**src/rtl/muldiv_seq.sv**
```systemverilog
// Iterative RV32M multiply/divide unit for the EXECUTE stage.
// A single shared 33-bit adder does one shift-add or restoring-divide step per cycle.
module muldiv_seq #(
   parameter int XLEN = 32
) (
   input  logic            clk,
   input  logic            rst_n,
   input  logic            start,
   input  logic [2:0]      op,
   input  logic [XLEN-1:0] src_a,
   input  logic [XLEN-1:0] src_b,
   input  logic            kill,
   input  logic            hold,
   output logic            stall_md,
   output logic [XLEN-1:0] result,
   output logic            done
);

   localparam int CW = $clog2(XLEN);
   localparam logic [2:0] OP_MUL    = 3'd0;
   localparam logic [2:0] OP_MULH   = 3'd1;
   localparam logic [2:0] OP_MULHSU = 3'd2;
   localparam logic [2:0] OP_MULHU  = 3'd3;
   localparam logic [2:0] OP_DIV    = 3'd4;
   localparam logic [2:0] OP_DIVU   = 3'd5;
   localparam logic [2:0] OP_REM    = 3'd6;
   localparam logic [2:0] OP_REMU   = 3'd7;

   typedef enum logic [1:0] {IDLE, BUSY, DONE} state_t;

   function automatic logic [XLEN-1:0] neg_w(input logic [XLEN-1:0] x);
      return '0 - x;
   endfunction

   function automatic logic [2*XLEN-1:0] neg_d(input logic [2*XLEN-1:0] x);
      return '0 - x;
   endfunction

   state_t              state_q, state_d;
   logic [CW-1:0]       cnt_q, cnt_d;
   logic [2:0]          op_q, op_d;
   logic                sa_q, sa_d, sb_q, sb_d;
   logic [2*XLEN-1:0]   acc_q, acc_d;
   logic [XLEN-1:0]     mcand_q, mcand_d;

   logic signed [XLEN-1:0] a_s, b_s;
   logic                a_sgn, b_sgn, accept;
   logic [XLEN-1:0]     a_mag, b_mag;
   logic [XLEN:0]       add_a, add_b, add_y;
   logic                add_sub;
   logic [2*XLEN-1:0]   mul_step, div_step, prod_s;

   assign a_s    = src_a;
   assign b_s    = src_b;
   assign a_sgn  = (op == OP_MULH) || (op == OP_MULHSU) || (op == OP_DIV) || (op == OP_REM);
   assign b_sgn  = (op == OP_MULH) || (op == OP_DIV) || (op == OP_REM);
   assign a_mag  = (a_sgn && a_s < 0) ? neg_w(src_a) : src_a;
   assign b_mag  = (b_sgn && b_s < 0) ? neg_w(src_b) : src_b;
   assign accept = (state_q == IDLE) && start && !kill;

   // The one adder: accumulate in multiply mode, trial-subtract in divide mode.
   always_comb begin
      add_sub = 1'b0;
      add_a   = {1'b0, acc_q[2*XLEN-1:XLEN]};
      add_b   = acc_q[0] ? {1'b0, mcand_q} : '0;
      if (op_q[2]) begin
         add_sub = 1'b1;
         add_a   = acc_q[2*XLEN-1:XLEN-1];
         add_b   = {1'b0, mcand_q};
      end
   end

   assign add_y    = add_a + (add_b ^ {(XLEN+1){add_sub}}) + {{XLEN{1'b0}}, add_sub};
   assign mul_step = {add_y, acc_q[XLEN-1:1]};
   assign div_step = add_y[XLEN] ? {acc_q[2*XLEN-2:0], 1'b0}
                                 : {add_y[XLEN-1:0], acc_q[XLEN-2:0], 1'b1};

   always_comb begin
      state_d = state_q;
      cnt_d   = cnt_q;
      op_d    = op_q;
      sa_d    = sa_q;
      sb_d    = sb_q;
      acc_d   = acc_q;
      mcand_d = mcand_q;
      case (state_q)
         IDLE: begin
            if (accept) begin
               op_d    = op;
               cnt_d   = '0;
               sa_d    = a_sgn && a_s < 0;
               sb_d    = b_sgn && b_s < 0;
               state_d = BUSY;
               if (op[2]) begin
                  acc_d   = {{XLEN{1'b0}}, a_mag};
                  mcand_d = b_mag;
               end else begin
                  acc_d   = {{XLEN{1'b0}}, b_mag};
                  mcand_d = a_mag;
               end
               // Special cases store the raw {rem, quot} with signs cleared so no fix-up applies.
               if (op[2] && src_b == '0) begin
                  acc_d   = {src_a, {XLEN{1'b1}}};
                  sa_d    = 1'b0;
                  sb_d    = 1'b0;
                  state_d = DONE;
               end else if (op[2] && !op[0] && src_a == {1'b1, {(XLEN-1){1'b0}}} && src_b == '1) begin
                  acc_d   = {{XLEN{1'b0}}, 1'b1, {(XLEN-1){1'b0}}};
                  sa_d    = 1'b0;
                  sb_d    = 1'b0;
                  state_d = DONE;
               end
            end
         end
         BUSY: begin
            cnt_d = cnt_q + 1'b1;
            acc_d = op_q[2] ? div_step : mul_step;
            if (cnt_q == CW'(XLEN-1)) state_d = DONE;
         end
         DONE: begin
            if (!hold) state_d = IDLE;
         end
         default: state_d = IDLE;
      endcase
      if (kill) state_d = IDLE;
   end

   always_ff @(posedge clk or negedge rst_n) begin
      if (!rst_n) begin
         state_q <= IDLE;
         cnt_q   <= '0;
         op_q    <= '0;
         sa_q    <= 1'b0;
         sb_q    <= 1'b0;
         acc_q   <= '0;
         mcand_q <= '0;
      end else begin
         state_q <= state_d;
         cnt_q   <= cnt_d;
         op_q    <= op_d;
         sa_q    <= sa_d;
         sb_q    <= sb_d;
         acc_q   <= acc_d;
         mcand_q <= mcand_d;
      end
   end

   assign prod_s   = (sa_q ^ sb_q) ? neg_d(acc_q) : acc_q;
   assign stall_md = accept || (state_q == BUSY);
   assign done     = (state_q == DONE);

   always_comb begin
      result = '0;
      if (state_q == DONE) begin
         case (op_q)
            OP_MUL:                       result = prod_s[XLEN-1:0];
            OP_MULH, OP_MULHSU, OP_MULHU: result = prod_s[2*XLEN-1:XLEN];
            OP_DIV, OP_DIVU:              result = (sa_q ^ sb_q) ? neg_w(acc_q[XLEN-1:0]) : acc_q[XLEN-1:0];
            default:                      result = sa_q ? neg_w(acc_q[2*XLEN-1:XLEN]) : acc_q[2*XLEN-1:XLEN];
         endcase
      end
   end

endmodule
```
**config.mk**
```make
export PLATFORM = sky130hd
export DESIGN_NAME = muldiv_seq
export DESIGN_NICKNAME = d
export VERILOG_FILES = /design/src/rtl/muldiv_seq.sv
export SDC_FILE = /design/constraint.sdc
export NUM_CORES = 1
export LEC_CHECK = 0
export CORE_UTILIZATION = 48
export DETAILED_ROUTE_END_ITERATION = 16
export DONT_BUFFER_PORTS = 1
export SETUP_SLACK_MARGIN = 0.15
export SYNTH_ARGS = -nofsm -noshare
export SYNTH_HDL_FRONTEND = slang
export SYNTH_SLANG_ARGS = --single-unit
```
**constraint.sdc**
```tcl
create_clock -name clk -period 5.5 [get_ports clk]
set_clock_uncertainty 0.1 [all_clocks]
set_input_delay 1.375 -clock clk [delete_from_list [all_inputs] [get_ports clk]]
set_output_delay 1.375 -clock clk [all_outputs]
set_load 0.02 [all_outputs]
```
Yosys cells after proc, flatten, opt, wreduce, memory -nomap -nowiden
Index checks and enable logic that the tools add are counted.
{"block": "op_classes", "eq_ne": 18, "bitwise_logic": 2, "order_cmp": 2, "n_shift": 0, "mul": 0, "reduce_logical": 25, "add_sub_neg": 8, "div_mod_pow": 0, "mux": 32}
{"op": "2-to-1 mux 64 bit", "n": 6}
{"op": "2-to-1 mux 32 bit", "n": 9}
{"op": "one-hot mux 64 bit (2 select lines)", "n": 1}
{"op": "subtractor 1 x 32 -> 32 bit, first input constant", "n": 4}
{"op": "one-hot mux 32 bit (3 select lines)", "n": 1}
{"op": "equality test 32 bit, second input constant", "n": 2}
{"op": "< comparator 32 x 1 -> 1 bit, second input constant", "n": 2}
{"op": "subtractor 1 x 64 -> 64 bit, first input constant", "n": 1}
{"op": "adder 33 x 1 -> 33 bit", "n": 1}
{"op": "adder 33 bit", "n": 1}
{"op": "2-to-1 mux 33 bit", "n": 1}
{"op": "XOR 33 bit", "n": 1}
{"op": "logical NOT 32 bit", "n": 1}
{"op": "equality test 3 bit, second input constant", "n": 4}
{"op": "2-to-1 mux 2 bit", "n": 6}
{"op": "one-hot mux 5 bit (2 select lines)", "n": 1}
{"op": "equality test 3 x 2 -> 1 bit, second input constant", "n": 3}
{"op": "!= test 3 bit, second input constant", "n": 3}
{"op": "logical AND 1 bit", "n": 8}
{"op": "equality test 3 x 1 -> 1 bit, second input constant", "n": 2}
{"op": "logical OR 1 bit", "n": 6}
{"op": "one-hot mux 2 bit (3 select lines)", "n": 1}
{"op": "adder 5 x 1 -> 5 bit, second input constant", "n": 1}
{"op": "equality test 5 bit, second input constant", "n": 1}
{"op": "14 further kinds", "n": 20}
{"block": "word_totals", "romBits": 0, "in_bits": 72, "regBits": 108, "latchBits": 0, "out_inout_bits": 34, "mem_count": 0, "ram_bits": 0}

Logic depth before layout (Yosys ltp)
Gate-level depths: netlist of run 1.
{"block": "logic_depth", "word_depth": 11, "depth_mapped": 19, "mapped_depth_nobuf": 13}

Worst setup path before layout of run 1
No wires, ideal clock.
{"block": "synth_timing", "path_kind": "flip-flop to output port", "start": "register acc_q[52]", "end": "output result[31]", "setup_slack_ns": 0.966, "path_buffers": 2, "arrival_time_ns": 3.059, "path_stages_with_launch": 10, "required_time_ns": 4.025, "path_cell_list": "dfrtp_1 -> clkbuf_1 -> or4_1 -> or4_1 -> buf_2 -> or3_1 -> o41ai_2 -> xnor2_1 -> o21ai_1 -> a221oi_1"}
{"block": "synth_via", "elab_chain_cells": 4}
{"element": "start, declared", "line": "43", "source": "logic [2*XLEN-1:0] acc_q, acc_d;"}
{"element": "start signal, assigned", "line": "135", "source": "acc_q <= '0;"}
{"element": "start signal, assigned", "line": "143", "source": "acc_q <= acc_d;"}
{"element": "subtractor 1 x 64 -> 64 bit / subtractor 1 x 32 -> 32 bit (equally long branches)", "line": "36, 32"}
{"element": "2-to-1 mux 64 bit / 2-to-1 mux 32 bit (equally long branches)", "line": "148, 159"}
{"element": "one-hot mux 32 bit (3 select lines) (*)", "line": "155", "source": "case (op_q)"}
{"element": "2-to-1 mux 32 bit (*)", "line": "154", "source": "if (state_q == DONE) begin"}
{"element": "end, declared", "line": "15", "source": "output logic [XLEN-1:0] result,"}
Every way passes the cells marked *; elsewhere a longest branch is shown, timed or not.

Worst setup path in the final report of run 1
{"block": "layout_timing", "start": "register acc_q[50]", "end": "output result[31]"}
Same word-level chain as after synthesis.

==> metrics.csv, run 1 <==
metric;value;unit
total negative slack;0;ns
DRT iter0 DRCs;1805;
CP Data Required Time;4.03;ns
number of global-route vias before repair;11800;
Area Growth Syn to Fin;4.37;%
routed len/inst;24.9;um
mapped cell area;0.0128;mm2
most frequent cells in the layout;208 x nand2_1, 183 x o21ai_0, 151 x a21oi_1;
DIE AREA;0.0272;mm2
Tcrit/Tclk final;93.1;%
Hold Vio Cnt, Final;0;
Worst Setup Start Kind;flop;
worst slew pin tran;1.02;ns
Clk pwr share;11.4;%
DRT Wirelength;49.0;mm
layout cells sized above 1;8.95;%
Clock Root Buffer;clkbuf_16;
Max clock buf depth;2;
Synth Register Bits;108;
nets;1737;
fraction of registers with async set/reset;100;%
PwrDens;462;mW/mm2
hold depth;2;
GRT overflow;0;
Vias/cell;6.68;
wire length of the first global-routing pass;72.6;mm
Area after DPL;0.0130;mm2
H-tree depth;3;
register area share after synthesis;21.2;%
P_sw;3210;uW
Final min period;5.12;ns
synthesized netlist cell count;1722;
status;completed;
Post-synth EDFFs;0;
WS Path Type;flop to output pin;
RSZ-0062 raised after global routing;no;
Comb power frac;63.9;%
Rel. slew slack;31.6;%
starting density of the core;49.0;%
gpl congestion;1.01;
most common cell after layout, fill and taps aside;nand2_1;
maximum vdd ir drop;0.000344;V
# setup viols final;0;
worst hold slack;0.398;ns
switching share of total power;52.3;%
Min-Delay Path Class;flop to flop;
warnings from Yosys;0;
LEAKAGE;0.00520;uW
Clock Latency Late Sink;0.38;ns
Antenna diodes;0;
r2r worst-path depth;14;
synthesized net count;1833;
GR Util All Layers;35.8;%
DRC;0;
critical path arrival;3.65;ns
Port Buf Inserts;0;
via count;13100;
Post-DP HPWL;37.7;mm
worst reg2reg setup slack;0.84;ns
setup bufs post-CTS;0;
CTS tree;yes;
crit path max fanout;10;
Boundary Pins;106;
CORE AREA;0.0261;mm2
post-route ant nets;0;
Highest Clock Rate;195;MHz
# rows;59;
clock slew at reported path FFs;0.08;ns
pin count of the biggest net entering global routing;109;
Netlist cell types;80;
FILL cells;2671;
die height;165;um
Horiz. Die Dim;165;um
Pre-antenna DRT Iters;9;
initial antenna violation count;1;
Slew Viols, Final;0;
Crit. End Element;output pin;
ys flop type;dfrtp_1;
Num CTS Buffers;9;
Synth Area per Inst;7.41;um2
Finished Cell Area;0.0133;mm2
maxcap violations;0;
Int Pwr;2940;uW
sequential power share;24.6;%
CTS Sinks;108;
-- through the flow --
stage	total power, uW	instances	util [%]	setup slack (ns)
6_report	6150	1966	51.1	0.379
5_1_grt	6520	1966	51.1	0.200
4_1_cts	6050	1966	51.1	0.345
3_5_place_dp	5330	1950	49.9	0.755
3_3_place_gp	5290	1950	49.9	0.796
2_1_floorplan	4250	1722	-	0.966
-- worst max-delay path, cell delays in order (launching register included) --
cell and delay, ns:
dfrtp_1 0.52, or4_1 0.55, or4_1 0.63, or3_1 0.47, o41ai_2 0.34, xnor2_1 0.16
o21ai_1 0.07, a221oi_1 0.32, buf_4 0.21
-- cells by family after synthesis --
| logic type | share of synthesized area (%) |
|---|---|
| DFF | 21.2 |
| xor gates and xnor gates | 11.9 |
| and+or+nand+nor | 20.0 |
| buffers and inverters | 5.99 |
| AOI/OAI and AO/OA | 29.4 |
| muxes | 7.68 |
| adders and majority gates | 3.88 |
-- registers in the layout (all words and copies together) (netlist names) --
register,cells
sa_q,1
state_q,2
sb_q,1
op_q,3
mcand_q,32
acc_q,64
cnt_q,5
-- synthesized netlist by cell type, types with 13 or more instances --
cell type	instances	area (um2)
nand2_1	208	781
a22oi_1	14	105
xor2_1	70	613
clkbuf_1	124	465
a211oi_1	15	113
or4_1	21	158
nor2_1	112	420
o41ai_1	16	140
or3_1	17	106
a222oi_1	19	190
nor3_1	36	180
ha_1	38	475
mux2i_1	63	631
and3_1	13	81.3
inv_1	31	116
a21oi_1	152	761
o211ai_1	20	150
a31oi_1	23	144
mux2_2	31	349
dfrtp_1	108	2700
xnor2_1	103	902
o221ai_1	19	166
o31ai_1	33	248
nand3_1	28	140
o22ai_1	20	125
nor4_1	15	93.8
buf_1	13	48.8
nand4_1	17	106
buf_2	16	80.1
o21ai_0	183	916
-- path summary, 6_finish.rpt --
kind	to	startpoint
max	result[31]	acc_q[50]
min in group asynchronous	acc_q[53]	rst_n
min	mcand_q[16]	mcand_q[16]
max reg2reg	acc_q[63]	acc_q[0]
min reg2reg	mcand_q[16]	mcand_q[16]
max in group asynchronous	mcand_q[2]	rst_n
-- layer usage --
layer	GRT usage, %	part of all wire (%)
met5	0	0
met3	4.92	8.9
met4	19.4	5.8
met2	52.3	42
met1	50.5	43
-- final cells by class --
type / count / area [um2] / area share, %
multi-input cells: 1423 / 9360 / 70.3
flip-flops and latches: 108 / 2710 / 20.3
well taps: 335 / 419 / 3.15
repair buffers: 52 / 403 / 3.03
clock buffers: 9 / 225 / 1.69
inverters: 32 / 120 / 0.902
clock inverters: 7 / 86.3 / 0.648
-- timing repair --
| item | in CTS | in global routing |
|---|---|---|
| resized for setup | 0 | 2 |
| endpoints found under the hold margin | 0 | 0 |
| hold buffers | 0 | 0 |
| setup endpoints to repair | 0 | 5 |
-- power by group through the flow --
stage          Sequential, uW  Clock (uW)  Combinational, uW
6_report                 1510         703               3930
2_1_floorplan            1180           0               3070
4_1_cts                  1490         715               3840
5_1_grt                  1540         741               4230
3_5_place_dp             1510           0               3820
3_3_place_gp             1500           0               3790
Power figures use the tool's default switching activity.
==> inputs of run 2 (changes only) <==
--- a/config.mk
+++ b/config.mk
@@ -5,6 +5,7 @@
 export SDC_FILE = /design/constraint.sdc
 export NUM_CORES = 1
 export LEC_CHECK = 0
+export ABC_AREA = 1
 export CORE_UTILIZATION = 48
 export DETAILED_ROUTE_END_ITERATION = 16
 export DONT_BUFFER_PORTS = 1
==> metrics.csv, run 2 <==
metric;value;unit;change
status;completed;;
register area share after synthesis;17.9;%;-3.3 points
dominant cell type by area after synthesis;nand2_1;;
number of global-route vias before repair;16800;;+42%
Buf/Inv on CP;2;;+1
Crit. End Element;output pin;;
pin count of the biggest net entering global routing;109;;unchanged
Largest delay share family, worst path;simple AND/OR/NAND/NOR gates;;
Hold Vio Cnt, Final;0;;unchanged
most common cell after layout, fill and taps aside;nand2_1;;
sequential power share;19.8;%;-4.8 points
routed len/inst;21.9;um;-12%
via count;18500;;+41%
maxcap violations;0;;unchanged
Hold Buf Count CTS;0;;unchanged
CORE AREA;0.0307;mm2;+18%
CP Data Required Time;4.03;ns;about the same
initial antenna violation count;0;;-1
Clock Latency Late Sink;0.38;ns;about the same
Pre-antenna DRT Iters;10;;+1
Tcrit/Tclk final;88.8;%;-4.4 points
Post-synth EDFFs;0;;unchanged
Slowest-stage cell, CP;dfrtp_1;;
Synth Area per Inst;5.62;um2;-24%
synthesized netlist cell count;2690;;+56%
nets;2738;;+58%
Regs by FF count;acc_q x64, mcand_q x32, cnt_q x5;;
CTS tree;yes;;
Clk pwr share;8.5;%;-2.9 points
Max clock buf depth;2;;unchanged
worst slew pin tran;1.05;ns;+0.0322 ns
clock slew at reported path FFs;0.09;ns;about the same
warnings from Yosys;0;;unchanged
Largest register FFs;64;;unchanged
Netlist cell types;59;;-26%
crit path max fanout;7;;-3
Rel. slew slack;29.1;%;-2.5 points
Min-Delay Path Class;flop to flop;;
Vias/cell;6.10;;-8.7%
critical path arrival;3.41;ns;-0.24 ns
fraction of registers with async set/reset;100;%;unchanged
setup bufs post-CTS;0;;unchanged
wire length of the first global-routing pass;101;mm;+39%
Boundary Pins;106;;unchanged
PwrDens;534;mW/mm2;+16%
GRT overflow;0;;unchanged
top-area cell type share of the netlist area;19.3;%;-1.9 points
DRT iter0 DRCs;2430;;+35%
Post-synth top cells;778 x nand2_1, 311 x inv_1, 275 x nor2_1;;
most flop-heavy register;acc_q;;
Synth Register Bits;108;;unchanged
DRC;0;;unchanged
Port Buf Inserts;0;;unchanged
total negative slack;0;ns;unchanged
Final min period;4.88;ns;-0.239 ns
LEAKAGE;0.00763;uW;+47%
post-route ant nets;0;;unchanged
Comb power frac;71.6;%;+7.7 points
Clock Root Buffer;clkbuf_16;;
Tot Pwr;8380;uW;+36%
GR Util All Layers;40.6;%;+4.8 points
# setup viols final;0;;unchanged
starting density of the core;49.1;%;+0.18 points
RSZ-0062 raised after global routing;no;;
P_sw;5170;uW;+61%
Horiz. Die Dim;179;um;+8.7%
H-tree depth;3;;unchanged
# rows;64;;+8.5%
switching share of total power;61.7;%;+9.5 points
Int Pwr;3210;uW;+9.3%
Area contributors post-synth;nand2_1 19%, dfrtp_1 18%, o21ai_0 8.3%, inv_1 7.7%, a21oi_1 7.3%;;
layout cells sized above 1;5.55;%;-3.4 points
gpl congestion;1.07;;+6.0%
Num CTS Buffers;9;;unchanged
Resize count post-CTS;0;;unchanged
Antenna diodes;0;;unchanged
maximum vdd ir drop;0.000266;V;-23%
synthesized net count;2801;;+53%
Critical Path Max Stage Delay;0.49;ns;-0.14 ns
Slew Viols, Final;0;;unchanged
Post-DP HPWL;52.6;mm;+40%
DRT Wirelength;66.3;mm;+35%
Highest Clock Rate;205;MHz;+4.9%
WS Path Type;flop to output pin;;
CTS Sinks;108;;unchanged
DIE AREA;0.0322;mm2;+18%
Worst Setup Start Kind;flop;;
worst-path cell chain;inv_1 -> ha_1 -> nand2_1 -> nor2_1 -> inv_1 -> nor2_1 -> nand3_1 -> nand2_1 -> a21oi_1 -> o21ai_0 -> nand3_1 -> a21oi_1;;
Area Growth Syn to Fin;3.85;%;
count leader, synth;nand2_1;;
most frequent cells in the layout;778 x nand2_1, 309 x inv_1, 274 x nor2_1;;
mapped cell area;0.0151;mm2;+18%
die height;179;um;+8.7%
ys flop type;dfrtp_1;;
[run 2: cell types whose count changed in the layout (fill, tap and decap cells not counted), sizes merged, moves of 37 or more]
| cell | before | now |
|---|---|---|
| nand2 | 209 | 788 |
| mux2i | 63 | 0 |
| xnor2 | 103 | 11 |
| a21oi | 153 | 220 |
| nor2 | 112 | 290 |
| o21ai | 190 | 270 |
| nor3 | 36 | 73 |
| nand3 | 28 | 202 |
| inv | 36 | 321 |
[run 2: logic make-up after synthesis]
family	count (synthesis)	share of synthesized area (%)
flops	108	17.9
xor+xnor	69	4.00
simple gates	1436	41.3
fa+ha+maj	39	3.28
buf+inv	444	12.0
compound gates	594	21.4
[run 2: cell type report]
cell class,count,area (um2)
clock buffer,9,225
clock inverter,7,86.3
inverter,322,1210
fill,3419,15100
sequential,108,2710
timing repair buffer,48,360
multi-input combinational,2138,10600
tap,396,495
[run 2: path summary, 6_finish.rpt]
path                       startpoint    endpoint  slack (ns)  cells past startpoint
setup / recovery            acc_q[32]  result[24]        0.62                     12
hold / removal               cnt_q[3]    cnt_q[3]        0.40                      1
setup reg to reg              op_q[2]   acc_q[37]        0.91                     21
hold reg to reg              cnt_q[3]    cnt_q[3]        0.40                      1
max in group asynchronous       rst_n    acc_q[7]        4.51                      0
min in group asynchronous       rst_n   acc_q[44]        0.59                      0
[run 2: power groups by stage]
stage	registers (uW)	clock network, uW	logic, uW
floorplan	1320	0	4340
global placement	1640	0	5760
detailed placement	1640	0	5800
CTS	1630	713	5830
global route	1690	742	6600
finish	1660	716	6000
[run 2: metal layers]
metal	global-route usage, %	wire length (um)	vias up
met3	7.41	6940	150
met5	0	0	-
met1	54.3	27200	8515
met4	18.9	3440	0
met2	63.3	28600	1077
li1	-	-	8718
[run 2: per-stage QoR]
stage	hold WS, ns	util (%)	setup slack [ns]	area [um2]	std cells
finish	0.396	51.0	0.618	15700	3028
global route	0.422	51.0	0.444	15700	3028
CTS	0.392	51.0	0.751	15700	3028
detailed placement	0.374	50.0	1.15	15400	3012
global placement	0.368	50.0	1.16	15400	3012
floorplan	0.350	-	1.61	15100	2690
